==> config.mk <==
export PLATFORM = sky130hd
export DESIGN_NAME = morra_move_driver
export DESIGN_NICKNAME = d
export VERILOG_FILES = /design/src/rtl/morra_move_driver.sv
export SDC_FILE = /design/constraint.sdc
export NUM_CORES = 1
export LEC_CHECK = 0
export BUFFER_PORTS_ARGS = -buffer_cell sky130_fd_sc_hd__clkbuf_2
export CAP_MARGIN = 20
export CORE_UTILIZATION = 35
export DETAILED_ROUTE_END_ITERATION = 8
export SLEW_MARGIN = 20
export SYNTH_ARGS = -nofsm -noshare
export SYNTH_HDL_FRONTEND = slang
export SYNTH_SLANG_ARGS = --single-unit
==> constraint.sdc <==
create_clock -name clk -period 3.7 [get_ports clk]
set_clock_uncertainty 0.05 [all_clocks]
set_input_delay 0.555 -clock clk [delete_from_list [all_inputs] [get_ports clk]]
set_output_delay 0.555 -clock clk [all_outputs]
set_load 0.02 [all_outputs]
==> src/rtl/morra_move_driver.sv <==
// Scripted move source for the MorraCinese game: move FIFO, START beat, score tally.
// Optional referee cross-check enabled by defining MORRA_REF_CHECK_EN (adds ref_err).
module morra_move_driver #(
  parameter int DEPTH = 16,
  parameter int CNT_W = 5
) (
  input  logic                       clk,
  input  logic                       RST,
  input  logic [1:0]                 cfg_p1,
  input  logic [1:0]                 cfg_p2,
  input  logic                       run,
  input  logic                       abort,
  input  logic                       mv_valid,
  output logic                       mv_ready,
  input  logic [1:0]                 mv_p1,
  input  logic [1:0]                 mv_p2,
  output logic [1:0]                 P1,
  output logic [1:0]                 P2,
  output logic                       START,
  input  logic [1:0]                 ROUND,
  input  logic [1:0]                 GAME,
  output logic                       busy,
  output logic                       done,
  output logic [1:0]                 winner,
  output logic [CNT_W-1:0]           p1_wins,
  output logic [CNT_W-1:0]           p2_wins,
  output logic [CNT_W-1:0]           ties,
  output logic [CNT_W-1:0]           invalid,
  output logic                       underrun,
  output logic [$clog2(DEPTH):0]     fifo_count
`ifdef MORRA_REF_CHECK_EN
  ,
  output logic                       ref_err
`endif
);

  localparam int AW = $clog2(DEPTH);
  localparam int CW = AW + 1;

  typedef enum logic [1:0] {
    S_IDLE,
    S_CFG,
    S_PLAY,
    S_DONE
  } state_t;

  state_t state_q, state_d;

  logic [3:0]       mem_q [DEPTH];
  logic [AW-1:0]    wr_ptr_q, wr_ptr_d;
  logic [AW-1:0]    rd_ptr_q, rd_ptr_d;
  logic [CW-1:0]    count_q, count_d;
  logic             inflight_q, inflight_d;
  logic [1:0]       winner_q, winner_d;
  logic             underrun_q, underrun_d;
  logic [CNT_W-1:0] p1w_q, p1w_d;
  logic [CNT_W-1:0] p2w_q, p2w_d;
  logic [CNT_W-1:0] tie_q, tie_d;
  logic [CNT_W-1:0] inv_q, inv_d;

  logic       empty, full, push, pop, start_m;
  logic [3:0] head;

  function automatic logic [CNT_W-1:0] sat_inc(input logic [CNT_W-1:0] v);
    return (&v) ? v : v + 1'b1;
  endfunction

  assign empty    = (count_q == '0);
  assign full     = (count_q == CW'(DEPTH));
  assign mv_ready = !full;
  assign push     = mv_valid && !full;
  assign head     = mem_q[rd_ptr_q];
  assign start_m  = (state_q == S_IDLE) && run && !abort;

  // State register
  always_ff @(posedge clk) begin
    if (RST) state_q <= S_IDLE;
    else     state_q <= state_d;
  end

  // Next state
  always_comb begin
    state_d = state_q;
    if (abort) begin
      state_d = S_IDLE;
    end else begin
      unique case (state_q)
        S_IDLE: if (run) state_d = S_CFG;
        S_CFG:  state_d = S_PLAY;
        S_PLAY: if (inflight_q && GAME != 2'b00) state_d = S_DONE;
        S_DONE: state_d = S_IDLE;
        default: state_d = S_IDLE;
      endcase
    end
  end

  // Outputs
  always_comb begin
    P1    = 2'b00;
    P2    = 2'b00;
    START = 1'b0;
    pop   = 1'b0;
    busy  = (state_q != S_IDLE);
    done  = (state_q == S_DONE);
    unique case (state_q)
      S_CFG: begin
        START = 1'b1;
        P1    = cfg_p1;
        P2    = cfg_p2;
      end
      S_PLAY: begin
        pop = !empty && !abort;
        if (pop) begin
          P1 = head[3:2];
          P2 = head[1:0];
        end
      end
      default: ;
    endcase
  end

  // FIFO bookkeeping and score tally
  always_comb begin
    wr_ptr_d   = wr_ptr_q;
    rd_ptr_d   = rd_ptr_q;
    count_d    = count_q;
    inflight_d = pop && (state_d == S_PLAY);
    winner_d   = winner_q;
    underrun_d = underrun_q;
    p1w_d      = p1w_q;
    p2w_d      = p2w_q;
    tie_d      = tie_q;
    inv_d      = inv_q;
    if (push) wr_ptr_d = wr_ptr_q + 1'b1;
    if (pop)  rd_ptr_d = rd_ptr_q + 1'b1;
    if (push && !pop)      count_d = count_q + 1'b1;
    else if (pop && !push) count_d = count_q - 1'b1;
    if (start_m) begin
      winner_d   = 2'b00;
      underrun_d = 1'b0;
      p1w_d      = '0;
      p2w_d      = '0;
      tie_d      = '0;
      inv_d      = '0;
    end else begin
      if (state_q == S_PLAY && empty) underrun_d = 1'b1;
      if (state_q == S_PLAY && state_d == S_DONE) winner_d = GAME;
      if (inflight_q) begin
        unique case (ROUND)
          2'b01:   p1w_d = sat_inc(p1w_q);
          2'b10:   p2w_d = sat_inc(p2w_q);
          2'b11:   tie_d = sat_inc(tie_q);
          default: inv_d = sat_inc(inv_q);
        endcase
      end
    end
  end

  always_ff @(posedge clk) begin
    if (RST) begin
      wr_ptr_q   <= '0;
      rd_ptr_q   <= '0;
      count_q    <= '0;
      inflight_q <= 1'b0;
      winner_q   <= 2'b00;
      underrun_q <= 1'b0;
      p1w_q      <= '0;
      p2w_q      <= '0;
      tie_q      <= '0;
      inv_q      <= '0;
    end else begin
      wr_ptr_q   <= wr_ptr_d;
      rd_ptr_q   <= rd_ptr_d;
      count_q    <= count_d;
      inflight_q <= inflight_d;
      winner_q   <= winner_d;
      underrun_q <= underrun_d;
      p1w_q      <= p1w_d;
      p2w_q      <= p2w_d;
      tie_q      <= tie_d;
      inv_q      <= inv_d;
    end
  end

  // Storage needs no reset: occupancy gates every read
  always_ff @(posedge clk) begin
    if (push) mem_q[wr_ptr_q] <= {mv_p1, mv_p2};
  end

  assign winner     = winner_q;
  assign underrun   = underrun_q;
  assign p1_wins    = p1w_q;
  assign p2_wins    = p2w_q;
  assign ties       = tie_q;
  assign invalid    = inv_q;
  assign fifo_count = count_q;

`ifdef MORRA_REF_CHECK_EN
  logic [3:0] pair_q, pair_d;
  logic       ref_err_q, ref_err_d;

  function automatic logic [1:0] referee(input logic [1:0] a, input logic [1:0] b);
    logic [1:0] r;
    r = 2'b10;
    unique case (1'b1)
      (a == 2'b00 || b == 2'b00): r = 2'b00;
      (a == b):                   r = 2'b11;
      (a == 2'b01 && b == 2'b11),
      (a == 2'b11 && b == 2'b10),
      (a == 2'b10 && b == 2'b01): r = 2'b01;
      default:                    r = 2'b10;
    endcase
    return r;
  endfunction

  always_comb begin
    pair_d    = pop ? head : pair_q;
    ref_err_d = ref_err_q;
    if (inflight_q && ROUND != referee(pair_q[3:2], pair_q[1:0]))
      ref_err_d = 1'b1;
  end

  always_ff @(posedge clk) begin
    if (RST) begin
      pair_q    <= 4'h0;
      ref_err_q <= 1'b0;
    end else begin
      pair_q    <= pair_d;
      ref_err_q <= ref_err_d;
    end
  end

  assign ref_err = ref_err_q;
`endif

endmodule

==> impl_metrics.json <==
{
  "synth_area_leaders": "edfxtp_1 42%, dfxtp_1 19%, mux4_2 9.8%, ha_1 6.0%, nor2_1 4.2%",
  "multiInputGateArea_mm2": 0.00170,
  "clk_pin_slew_ns": 0.08,
  "routed_wirelength_um": 8820,
  "drc": 0,
  "antenna_found_initial": 0,
  "vias_per_cell": 4.87,
  "synthFlopType": "edfxtp_1",
  "drt_iter0_markers": 174,
  "wl_per_cell_um": 15.6,
  "ys_seq_elements": 107,
  "layout.nets": 430,
  "utilization": 0.418,
  "grt_pass1_wl_um": 13900,
  "final.period_utilization": 0.850,
  "netlist_area_mm2": 0.00461,
  "synth.largest_area_cell": "edfxtp_1",
  "numCtsBuffers": 9,
  "cp.arrival_ns": 3.34,
  "rows": 41,
  "grt_usage": 0.142,
  "whs_ns": 0.371,
  "post_synth.cell_area_avg_um2": 13.6,
  "drive_above_1_share": 0.243,
  "die_height_um": 117,
  "overflow": 0,
  "synth_edf_count": 64,
  "drtAntennaViolNets": 0,
  "tightest_slew_ns": 0.994,
  "finalSetupViolations": 0,
  "fin_crit_ns": 3.14,
  "status": "finished, final reports clean",
  "cts_tree": "built",
  "area_delta_synth_final_pct": 15.4,
  "clock_sinks": 107,
  "ys_seq_area_frac": 0.604,
  "leakagePower_nw": 1.99,
  "dp_hpwl_um": 6240,
  "hold_viol": 0,
  "ys_types": 42,
  "top_level_ports": 53,
  "clk_latency_ns": 0.35,
  "final_cells": 567,
  "synthCells": 340,
  "startpoint_type": "flop",
  "slew_violations": 0,
  "ir_drop_uv": 295,
  "antennaDiodeCount": 0,
  "nFillCells": 1217,
  "relSlewSlack": 0.328,
  "clockBufferDepth": 2,
  "core_mm2": 0.0127,
  "synth_top_area_share": 0.417,
  "first_pass_iters": 4,
  "dieArea_mm2": 0.0136,
  "setup_tns_ns": 0,
  "cts_resized": 0,
  "maxCapViolCount": 0,
  "grt_max_degree": 23,
  "hold_buffers": 0,
  "critPathMaxFanout": 7,
  "start_util": 0.362,
  "cp-end-kind": "flop",
  "postCtsSetupBuffers": 0,
  "clockRootBuffer": "clkbuf_16",
  "die_w_um": 117,
  "synth_commonest_cells": "64 x edfxtp_1, 51 x nor2_1, 43 x dfxtp_1, 22 x ha_1, 20 x mux4_2",
  "io_buffers": 52,
  "powerDensity_mw_per_mm2": 500,
  "grt_setup_unrepaired": "false",
  "htree_levels": 3,
  "timing_worst_setup_path_type": "flop to flop",
  "holdCritPathClass": "primary input to flop",
  "fmax_ghz": 0.318,
  "cp.required_ns": 3.89,
  "num_vias": 2760,
  "synth.most_common_cell": "edfxtp_1",
  "syn_nets": 380,
  "synthArstFlopShare": 0,
  "dp.cells": 551,
  "ff_latch_area_mm2": 0.00278,
  "gp_congestion": 0.739,
  "first_global_vias": 2741,
  "yosysWarnings": 0
}
## layout make-up
class,instances,share of cell area
clock inverter,7,0.0122
inverter,12,0.00847
sequential,107,0.523
clock buffer,9,0.0423
tap,172,0.0405
timing repair buffer,55,0.0532
multi-input combinational,205,0.320
## critical path, stage by stage (launching register included)
cell,delay (ns)
dfxtp_1,0.38
or4_1,0.69
o21ai_2,0.26
ha_1,0.21
inv_1,0.11
fa_1,0.42
a21o_1,0.17
a21oi_1,0.19
mux2i_1,0.22
mux2_2,0.34
## cells by family (layout without fill, tap and decap cells)
group / Yosys count / in the layout / synth area share
flip-flops: 107 / 107 / 0.604
multiplexers: 31 / 31 / 0.122
AO/OA/AOI/OAI: 30 / 30 / 0.0407
adder cells (fa/ha/maj): 23 / 23 / 0.0641
XOR/XNOR: 21 / 21 / 0.0399
buffers and inverters: 28 / 83 / 0.0266
AND/OR/NAND/NOR: 100 / 100 / 0.103
## through the flow
stage	total power (W)	instance area, µm²	setup WS [ns]
2_1_floorplan	0.00165	4610	0.692
3_3_place_gp	0.00175	5030	0.640
3_5_place_dp	0.00176	5030	0.571
4_1_cts	0.00269	5320	0.555
5_1_grt	0.00278	5320	0.351
6_report	0.00266	5320	0.557
## worst paths after layout
| kind | start | to | slack [ns] | cells after the start |
|---|---|---|---|---|
| worst min-delay path | abort | state_q[0] | 0.37 | 2 |
| worst max-delay path | fifo_count[0] | fifo_count[4] | 0.56 | 9 |
| worst min register to register | winner[1] | winner[1] | 0.44 | 2 |
| worst max register to register | fifo_count[0] | fifo_count[4] | 0.56 | 9 |
## layout by cell type (no fill, tap or decap), drive strengths merged
cell type and count:
mux2i 10, or2 1, and3 6, xnor2 6, buf 3, nand2b 3, nand3b 1, mux2 1
clkinv 1, nor2 51, o31ai 1, nand3 6, nor3 4, nor4bb 2, o21a 1, ha 22
edfxtp 64, dfxtp 43, fa 1, a31oi 1, a21oi 8, or4 1, clkbuf 61, mux4 20
a21o 2, o211ai 5, clkinvlp 1, xor2 15, o21bai 1, nand2 14, nand4b 1, a21boi 1
nor4b 1, nand4 4, o21ai 10, and4b 1, inv 17, nor4 3, nor2b 1
## registers in the layout, summed over array words and instances, names as in the netlist, 4 cells and up, named ones only
signal	cells
mem_q	64
p1_wins	5
wr_ptr_q	4
fifo_count	5
rd_ptr_q	4
p2_wins	5
ties	5
invalid	5
## power by group
part | switching (W) | internal, W | leakage, nW
combinational | 0.000223 | 0.000144 | 0.918
sequential | 0.0000498 | 0.00131 | 0.926
clock | 0.000458 | 0.000475 | 0.142
total | 0.000731 | 0.00193 | 1.99
## layer usage
metal	vias to the layer above	GRT usage	wire (µm)
li1	1346	-	-
met1	1343	0.176	3940
met2	63	0.234	4250
met3	8	0.0441	520
met4	0	0.0532	116
met5	-	0	0
Note: power is estimated with default switching activity, not from simulation.
